===== config.mk =====
export PLATFORM = sky130hd
export DESIGN_NAME = cv32e40p_illegal_insn_recorder
export DESIGN_NICKNAME = d
export VERILOG_FILES = /design/src/rtl/cv32e40p_illegal_rec_pkg.sv /design/src/rtl/cv32e40p_illegal_rec_fifo.sv /design/src/rtl/cv32e40p_illegal_insn_recorder.sv
export SDC_FILE = /design/constraint.sdc
export NUM_CORES = 1
export LEC_CHECK = 0
export ABC_AREA = 1
export BUFFER_PORTS_ARGS = -buffer_cell sky130_fd_sc_hd__buf_2
export CAP_MARGIN = 0
export CORE_ASPECT_RATIO = 2
export CORE_MARGIN = 5
export CORE_UTILIZATION = 35
export CTS_CLUSTER_SIZE = 16
export DETAILED_ROUTE_END_ITERATION = 10
export SETUP_SLACK_MARGIN = 0.4
export SLEW_MARGIN = 20
export SYNTH_ARGS = -nofsm -noshare
export SYNTH_HDL_FRONTEND = slang
export SYNTH_SLANG_ARGS = --single-unit

===== constraint.sdc =====
create_clock -name clk_i -period 5.8 [get_ports clk_i]
set_clock_uncertainty 0.2 [all_clocks]
set_input_delay 0.58 -clock clk_i [delete_from_list [all_inputs] [get_ports clk_i]]
set_output_delay 0.58 -clock clk_i [all_outputs]
set_load 0.01 [all_outputs]

===== src/rtl/cv32e40p_illegal_rec_pkg.sv =====
// Shared types and constants for the illegal-instruction event recorder.
package cv32e40p_illegal_rec_pkg;

    localparam int REC_TS_W  = 32;
    localparam int OVF_CNT_W = 16;

    typedef struct packed {
        logic [31:0]         pc;
        logic [3:0]          hart;
        logic [REC_TS_W-1:0] ts;
    } rec_entry_t;

endpackage


===== src/rtl/cv32e40p_illegal_rec_fifo.sv =====
// Small synchronous FIFO with show-ahead head output; full/empty derived from the occupancy count.
module cv32e40p_illegal_rec_fifo
    import cv32e40p_illegal_rec_pkg::*;
#(
    parameter int  DEPTH   = 4,
    parameter type entry_t = rec_entry_t
) (
    input  logic                     clk,
    input  logic                     rst_n,
    input  logic                     clear,
    input  logic                     push,
    input  logic                     pop,
    input  entry_t                   wdata,
    output entry_t                   rdata,
    output logic [$clog2(DEPTH):0]   count,
    output logic                     full,
    output logic                     empty
);

    localparam int PW = $clog2(DEPTH);
    localparam int CW = PW + 1;

    entry_t          mem [DEPTH];
    logic [PW-1:0]   wr_ptr;
    logic [PW-1:0]   rd_ptr;
    logic [CW-1:0]   cnt;

    always_ff @(posedge clk or negedge rst_n) begin
        if (!rst_n) begin
            wr_ptr <= '0;
            rd_ptr <= '0;
            cnt    <= '0;
        end else if (clear) begin
            wr_ptr <= '0;
            rd_ptr <= '0;
            cnt    <= '0;
        end else begin
            if (push) wr_ptr <= wr_ptr + 1'b1;
            if (pop)  rd_ptr <= rd_ptr + 1'b1;
            if (push && !pop)      cnt <= cnt + 1'b1;
            else if (pop && !push) cnt <= cnt - 1'b1;
        end
    end

    // When full with a simultaneous pop, wr_ptr == rd_ptr: the slot is overwritten
    // only after the departing head has been read this cycle.
    always_ff @(posedge clk) begin
        if (push && !clear) mem[wr_ptr] <= wdata;
    end

    assign rdata = mem[rd_ptr];
    assign count = cnt;
    assign full  = (cnt == CW'(DEPTH));
    assign empty = (cnt == '0);

endmodule


===== src/rtl/cv32e40p_illegal_insn_recorder.sv =====
// Records illegal-instruction decode events (PC, hart, timestamp) into a FIFO drained over valid/ready.
// Optional repeat suppression for a stalled ID stage: define CV32E40P_ILLEGAL_REC_DEDUP_EN.
module cv32e40p_illegal_insn_recorder
    import cv32e40p_illegal_rec_pkg::*;
#(
    parameter int DEPTH    = 4,
    parameter int TS_WIDTH = REC_TS_W
) (
    input  logic                   clk_i,
    input  logic                   rst_ni,
    input  logic                   clear_i,
    input  logic                   is_decoding_i,
    input  logic                   illegal_insn_dec_i,
    input  logic [31:0]            hart_id_i,
    input  logic [31:0]            pc_id_i,
    output logic                   rd_valid_o,
    input  logic                   rd_ready_i,
    output logic [31:0]            rd_pc_o,
    output logic [3:0]             rd_hart_o,
    output logic [TS_WIDTH-1:0]    rd_timestamp_o,
    output logic [$clog2(DEPTH):0] count_o,
    output logic                   overflow_o,
    output logic [OVF_CNT_W-1:0]   overflow_cnt_o
);

    typedef struct packed {
        logic [31:0]         pc;
        logic [3:0]          hart;
        logic [TS_WIDTH-1:0] ts;
    } entry_t;

    logic [TS_WIDTH-1:0]  ts_q;
    logic                 overflow_q;
    logic [OVF_CNT_W-1:0] ovf_cnt_q;

    logic   evt, cand, push, pop, drop;
    logic   full, empty;
    entry_t wdata, head;
    logic   unused_hart;

    assign unused_hart = ^hart_id_i[31:4];
    assign evt = is_decoding_i && illegal_insn_dec_i;

`ifdef CV32E40P_ILLEGAL_REC_DEDUP_EN
    logic        prev_evt_q;
    logic [31:0] prev_pc_q;

    always_ff @(posedge clk_i or negedge rst_ni) begin
        if (!rst_ni) begin
            prev_evt_q <= 1'b0;
            prev_pc_q  <= '0;
        end else if (clear_i) begin
            prev_evt_q <= 1'b0;
            prev_pc_q  <= '0;
        end else begin
            prev_evt_q <= evt;
            prev_pc_q  <= pc_id_i;
        end
    end

    assign cand = evt && !(prev_evt_q && (prev_pc_q == pc_id_i));
`else
    assign cand = evt;
`endif

    // clear_i wins over everything; a full FIFO still accepts when the head leaves this cycle.
    assign pop  = !empty && rd_ready_i && !clear_i;
    assign push = cand && (!full || pop) && !clear_i;
    assign drop = cand && full && !pop && !clear_i;

    assign wdata.pc   = pc_id_i;
    assign wdata.hart = hart_id_i[3:0];
    assign wdata.ts   = ts_q;

    cv32e40p_illegal_rec_fifo #(
        .DEPTH   (DEPTH),
        .entry_t (entry_t)
    ) u_fifo (
        .clk   (clk_i),
        .rst_n (rst_ni),
        .clear (clear_i),
        .push  (push),
        .pop   (pop),
        .wdata (wdata),
        .rdata (head),
        .count (count_o),
        .full  (full),
        .empty (empty)
    );

    always_ff @(posedge clk_i or negedge rst_ni) begin
        if (!rst_ni) begin
            ts_q <= '0;
        end else begin
            ts_q <= ts_q + 1'b1;
        end
    end

    always_ff @(posedge clk_i or negedge rst_ni) begin
        if (!rst_ni) begin
            overflow_q <= 1'b0;
            ovf_cnt_q  <= '0;
        end else if (clear_i) begin
            overflow_q <= 1'b0;
            ovf_cnt_q  <= '0;
        end else if (drop) begin
            overflow_q <= 1'b1;
            if (ovf_cnt_q != '1) ovf_cnt_q <= ovf_cnt_q + 1'b1;
        end
    end

    assign rd_valid_o     = !empty;
    assign rd_pc_o        = empty ? '0 : head.pc;
    assign rd_hart_o      = empty ? '0 : head.hart;
    assign rd_timestamp_o = empty ? '0 : head.ts;
    assign overflow_o     = overflow_q;
    assign overflow_cnt_o = ovf_cnt_q;

endmodule


### Yosys cells after proc, flatten, opt, wreduce, memory -nomap -nowiden

Memories as Yosys holds them, arrays and structs flattened.
Index checks and enable logic that the tools add are counted.
W data, S select, Z words.

| storage, ports and cells | value |
|---|---|
| register bits after elaboration | 56 |
| bits in writable memories | 272 |
| bits of input ports | 70 |
| output and inout bits | 89 |
| logic and storage cells | 56 |
| memories | 1 |

Memory list:

| name | depth | bits a word | read ports | clocked after Yosys merged registers in | write ports | line | source |
|---|---|---|---|---|---|---|---|
| u_fifo.mem | 4 | 68 | 1 | 0 | 1 | cv32e40p_illegal_rec_fifo.sv:23 | `entry_t mem [DEPTH];` |

| cells by class | value |
|---|---|
| add/subtract/negate cells | 6 |
| equality and inequality tests | 2 |
| multiplexer cells | 17 |
| reduce and logical (&&, ||, !) cells | 24 |

Operators by type and width:

| kind | count |
|---|---|
| $mux W32 | 2 |
| $mux W16 | 3 |
| $add A32 B1 Y32 const B | 1 |
| $add A16 B1 Y16 const B | 1 |
| $ne A16 B16 Y1 const B | 1 |
| $logic_and A1 B1 Y1 | 11 |
| $mux W3 | 3 |
| $mux W2 | 4 |
| $reduce_bool A2 Y1 | 4 |
| $logic_not A1 Y1 | 5 |
| $add A2 B1 Y2 const B | 2 |
| $mux W1 | 4 |
| $mux W4 | 1 |
| $add A3 B1 Y3 const B | 1 |
| $eq A3 B3 Y1 const B | 1 |
| $logic_not A3 Y1 | 1 |
| $reduce_bool A3 Y1 | 1 |
| $sub A3 B1 Y3 const B | 1 |
| $reduce_and A2 Y1 | 1 |
| $logic_or A1 B1 Y1 | 1 |

### Depth between registers and ports, before layout

| depth | value |
|---|---|
| depth after elaboration | 12 |
| mapped depth | 12 |
| gate-level depth less buffers | 12 |

### By module

From an unflattened synthesis, not the netlist that was laid out.

| second synthesis, totals | value |
|---|---|
| cells, all modules | 1212 |
| area, all modules | 13859.5 µm² |

By module, submodules not included:

| module | times used | cells an instance | area an instance (µm²) | seq. area each (µm²) |
|---|---|---|---|---|
| cv32e40p_illegal_rec_fifo | 1 | 715 | 10531.4 | 8343.0 |
| cv32e40p_illegal_insn_recorder | 1 | 497 | 3328.2 | 1226.2 |

### Least setup slack after synthesis

OpenSTA, ideal clock, no wires.

| timing path | value |
|---|---|
| path kind | input to register |
| start point | in clear_i |
| end point | mem u_fifo.mem[0][0] (netlist bit) (enable) |
| library setup time | 0.495 ns |
| arrival time | 3.836 ns |
| data required time | 5.105 ns |
| path slack | 1.269 ns |
| stages on the path | 5 |
| path buffers | 0 |
| cells stage by stage | inv_2 -> nand2_2 -> nand3_1 -> nand3_2 -> nor2_1 |

| between the ends | value |
|---|---|
| cells in the longest elaborated chain, start to end | 8 |

Ends and longest elaborated chain:

| what | line | source |
|---|---|---|
| from (decl) | cv32e40p_illegal_insn_recorder.sv:11 | `input logic clear_i,` |
| $logic_not A1 Y1 (*) | cv32e40p_illegal_rec_fifo.sv:48, cv32e40p_illegal_insn_recorder.sv:67, cv32e40p_illegal_insn_recorder.sv:68 |  |
| $logic_and A1 B1 Y1 | cv32e40p_illegal_insn_recorder.sv:67 | `assign pop = !empty && rd_ready_i && !clear_i;` |
| $logic_or A1 B1 Y1 | cv32e40p_illegal_insn_recorder.sv:68 | `assign push = cand && (!full \|\| pop) && !clear_i;` |
| $logic_and A1 B1 Y1 (2 in series) | cv32e40p_illegal_insn_recorder.sv:68 |  |
| $logic_and A1 B1 Y1 (*) | cv32e40p_illegal_rec_fifo.sv:48 | `if (push && !clear) mem[wr_ptr] <= wdata;` |
| $mux W1 (*) | cv32e40p_illegal_rec_fifo.sv:48 |  |
| $mux W1 (not written as such) (*) | cv32e40p_illegal_rec_fifo.sv:48 |  |
| to (decl) | cv32e40p_illegal_rec_fifo.sv:23 |  |

Every way passes the cells marked *; elsewhere a longest branch is shown, timed or not.

### Worst setup path in the final report

| timing path | value |
|---|---|
| start point | reg u_fifo.rd_ptr[0] |
| end point | out rd_timestamp_o[26] |

| between the ends | value |
|---|---|
| cells in the longest elaborated chain, start to end | 2 |

Ends and longest elaborated chain:

| what | line | source |
|---|---|---|
| from (decl) | cv32e40p_illegal_rec_fifo.sv:25 | `logic [PW-1:0] rd_ptr;` |
| from (signal assigned) | cv32e40p_illegal_rec_fifo.sv:39 | `if (pop) rd_ptr <= rd_ptr + 1'b1;` |
| $mem_v2 Z4 W68 | n/a |  |
| $mux W32 | cv32e40p_illegal_insn_recorder.sv:115 | `assign rd_timestamp_o = empty ? '0 : head.ts;` |
| to (decl) | cv32e40p_illegal_insn_recorder.sv:20 | `output logic [TS_WIDTH-1:0] rd_timestamp_o,` |

Every way passes these cells.

==> metrics <==
#FFs+latches synth=328; CTS buffer count=29; ys flop type=edfxtp_1; global-route wire length before repair=50600 um; startpoint types=register; DR pass1 iterations=4; Initial Util=35.4%; Max Clock Freq=0.245 GHz; multi-input logic area=3700 um2; actual slew at the worst max-slew pin=1.07 ns; Worst Hold Class=input pin to register; R2R cell count=5; routability cong.=0.955; netlist area before placement=13700 um2; Worst-path clk slew=0.07 ns; Critical Path Fanout Max=60; Sinks on Clock Net=328; Clock Latency Late Sink=0.56 ns; Post-route DRC=0; final setup TNS=0 ns; minimum hold slack=0.0353 ns; Mapped Nets=1299; vias in the first global route=9298; ratio of cells with drive above 1 in the final layout=16.5%; max-slew violation count=0; die area=43400 um2; Hold Crit Depth=1; critical path class=register to output port; Via density=4.86; PortBufs=130; Die Wd=150 um; Leak=0.00587 uW; # diodes=0; Core Area=38700 um2; final worst path period need=4.08 ns; Yosys cell types=34; syn_area_per_cell=11.2 um2; FF-to-FF Start=u_fifo.count[0]; Hold Crit Endpoint=u_fifo.mem[1][53]; drt total wl=32900 um; Std-Cell Rows=102; remaining antenna violation count=0; Ys Warns=0; Finish-stage setup viols=0; CTS root buffer=clkbuf_16; RSZ-0062 raised after global routing=false; Required @ worst endpoint=5.02 ns; Max Cap Violations=0; fillers=3665; CTS tree=yes; status=finished clean; endpoints failing hold=0; register area=9570 um2; worst-case clock buffer depth=3; Die Y=290 um; EDFF count, synth=272; R2R Path End=u_fifo.mem[3][6]; CP endpoint kind=output port; sequential share of the synthesized area=69.9%; Area Overhead vs Synth=16.0%; WP data arrival=3.30 ns; Nets=1423; max-slew headroom at the worst pin=28.9%; Remaining Overflow, GRT=0; initial antenna violation count=0; R2R setup slack=3.01 ns; drt wl/cell=17.4 um; Starting DRT DRC Count=376; power per cell area=374 nW/um2; routed via count=9182; final period utilization=70.4%; Post-CTS Resized=0; Top Ports=159; hold wc startpoint=pc_id_i[17]; post-DP HPWL=20000 um; GRT Util Overall=15.0%; H-tree levels=1; Post-synth ARST share=17.1%; post-synthesis cell count=1222; Worst IR Drop VDD=247 uV; largest net degree at the start of global routing=95
[worst max-delay path by stage]
stage                      from                 end  slack, ns  cells after the start
6_report       u_fifo.rd_ptr[0]  rd_timestamp_o[26]       1.72                      5
5_1_grt        u_fifo.rd_ptr[0]  rd_timestamp_o[26]       1.46                      5
4_1_cts        u_fifo.rd_ptr[0]  rd_timestamp_o[26]       1.59                      5
3_5_place_dp            clear_i   u_fifo.mem[3][61]       2.15                      7
3_3_place_gp            clear_i   u_fifo.mem[3][61]       2.14                      7
2_1_floorplan           clear_i    u_fifo.mem[0][0]       1.27                      5
[metal layers]
metal  part of all wire [%]  GRT usage, %  wire length, um
met5                      0             0                0
met4                    2.9          5.22              947
met2                     56          29.6            18300
met3                    4.5          2.17             1470
met1                     37          15.8            12200
[cell usage in the layout (no fill, tap or decap), types with 6 or more instances in the layout]
| cell type | n |
|---|---|
| xnor2_1 | 9 |
| nor3_1 | 13 |
| xor2_1 | 21 |
| o21ai_0 | 136 |
| nand2_1 | 120 |
| nor2_1 | 312 |
| nand4_1 | 10 |
| a21oi_1 | 72 |
| dfrtp_1 | 54 |
| nand2_2 | 8 |
| edfxtp_1 | 272 |
| buf_2 | 130 |
| buf_4 | 15 |
| o21ai_1 | 19 |
| nor2_4 | 6 |
| clkbuf_16 | 29 |
| clkbuf_1 | 12 |
| ha_1 | 6 |
| inv_1 | 44 |
| nand3_1 | 28 |
| inv_2 | 8 |
[critical path, stage by stage (launching register included)]
cell	delay (ns)
dfrtp_4	0.78
clkinv_2	0.78
buf_4	0.55
o21ai_0	0.26
a21oi_1	0.16
buf_2	0.20
[Yosys cell counts (all sizes together) (3+ instances only)]
library cell	number	share of area (%)
a21oi	72	2.6
buf	30	1.2
clkbuf	27	0.74
dfrtp	56	10
edfxtp	272	60
ha	6	0.55
inv	53	1.5
nand2	129	3.7
nand3	31	1.2
nand3b	3	0.26
nand4	11	0.55
nor2	321	9.0
nor3	15	0.62
o21ai	155	5.7
o21bai	3	0.16
or2	4	0.18
xnor2	9	0.58
xor2	21	1.3
[metrics by stage]
| step | area [um2] | total power, uW | instances | utilization [%] | setup slack, ns |
|---|---|---|---|---|---|
| final | 15900 | 5950 | 1889 | 41.1 | 1.72 |
| after global routing | 15900 | 6270 | 1889 | 41.1 | 1.46 |
| after CTS | 15900 | 6050 | 1889 | 41.1 | 1.59 |
| after detailed placement | 14900 | 4130 | 1831 | 38.5 | 2.15 |
| after global placement | 14900 | 4110 | 1831 | 38.5 | 2.14 |
| after floorplan | 13700 | 3520 | 1222 | - | 1.27 |
[sequential cells by signal, indices dropped and copies added (netlist names)]
signal / flops
u_fifo.mem: 272
u_fifo.count: 3
overflow_o: 1
ts_q: 32
u_fifo.wr_ptr: 2
overflow_cnt_o: 16
u_fifo.rd_ptr: 2
[logic make-up (layout without fill, tap and decap cells)]
group | count (synthesis) | count (layout) | synth area share, %
AND/OR/NAND/NOR | 516 | 516 | 15.6
XOR/XNOR | 30 | 30 | 1.92
AO/OA/AOI/OAI | 231 | 231 | 8.51
buffers and inverters | 110 | 257 | 3.39
flip-flops | 328 | 328 | 69.9
adder cells (fa/ha/maj) | 7 | 7 | 0.694
[final cells by class]
type / count / area share [%]
flip-flops and latches: 328 / 60.3
clock inverters: 9 / 0.725
multi-input cells: 784 / 23.3
inverters: 53 / 1.26
clock buffers: 45 / 5.20
well taps: 520 / 4.10
repair buffers: 150 / 5.18
[where the power goes]
group          leakage (uW)  switching, uW  internal (uW)  total, uW
clock              0.000453            828           1080       1900
combinational       0.00219            947            439       1390
sequential          0.00322           62.2           2600       2660
total               0.00587           1840           4110       5950
[timing repair]
item	CTS	global route
hold buffers	4	0
hold endpoints to repair	58	0
setup endpoints to repair	0	0
buffers inserted	0	0
Power figures use the tool's default switching activity.
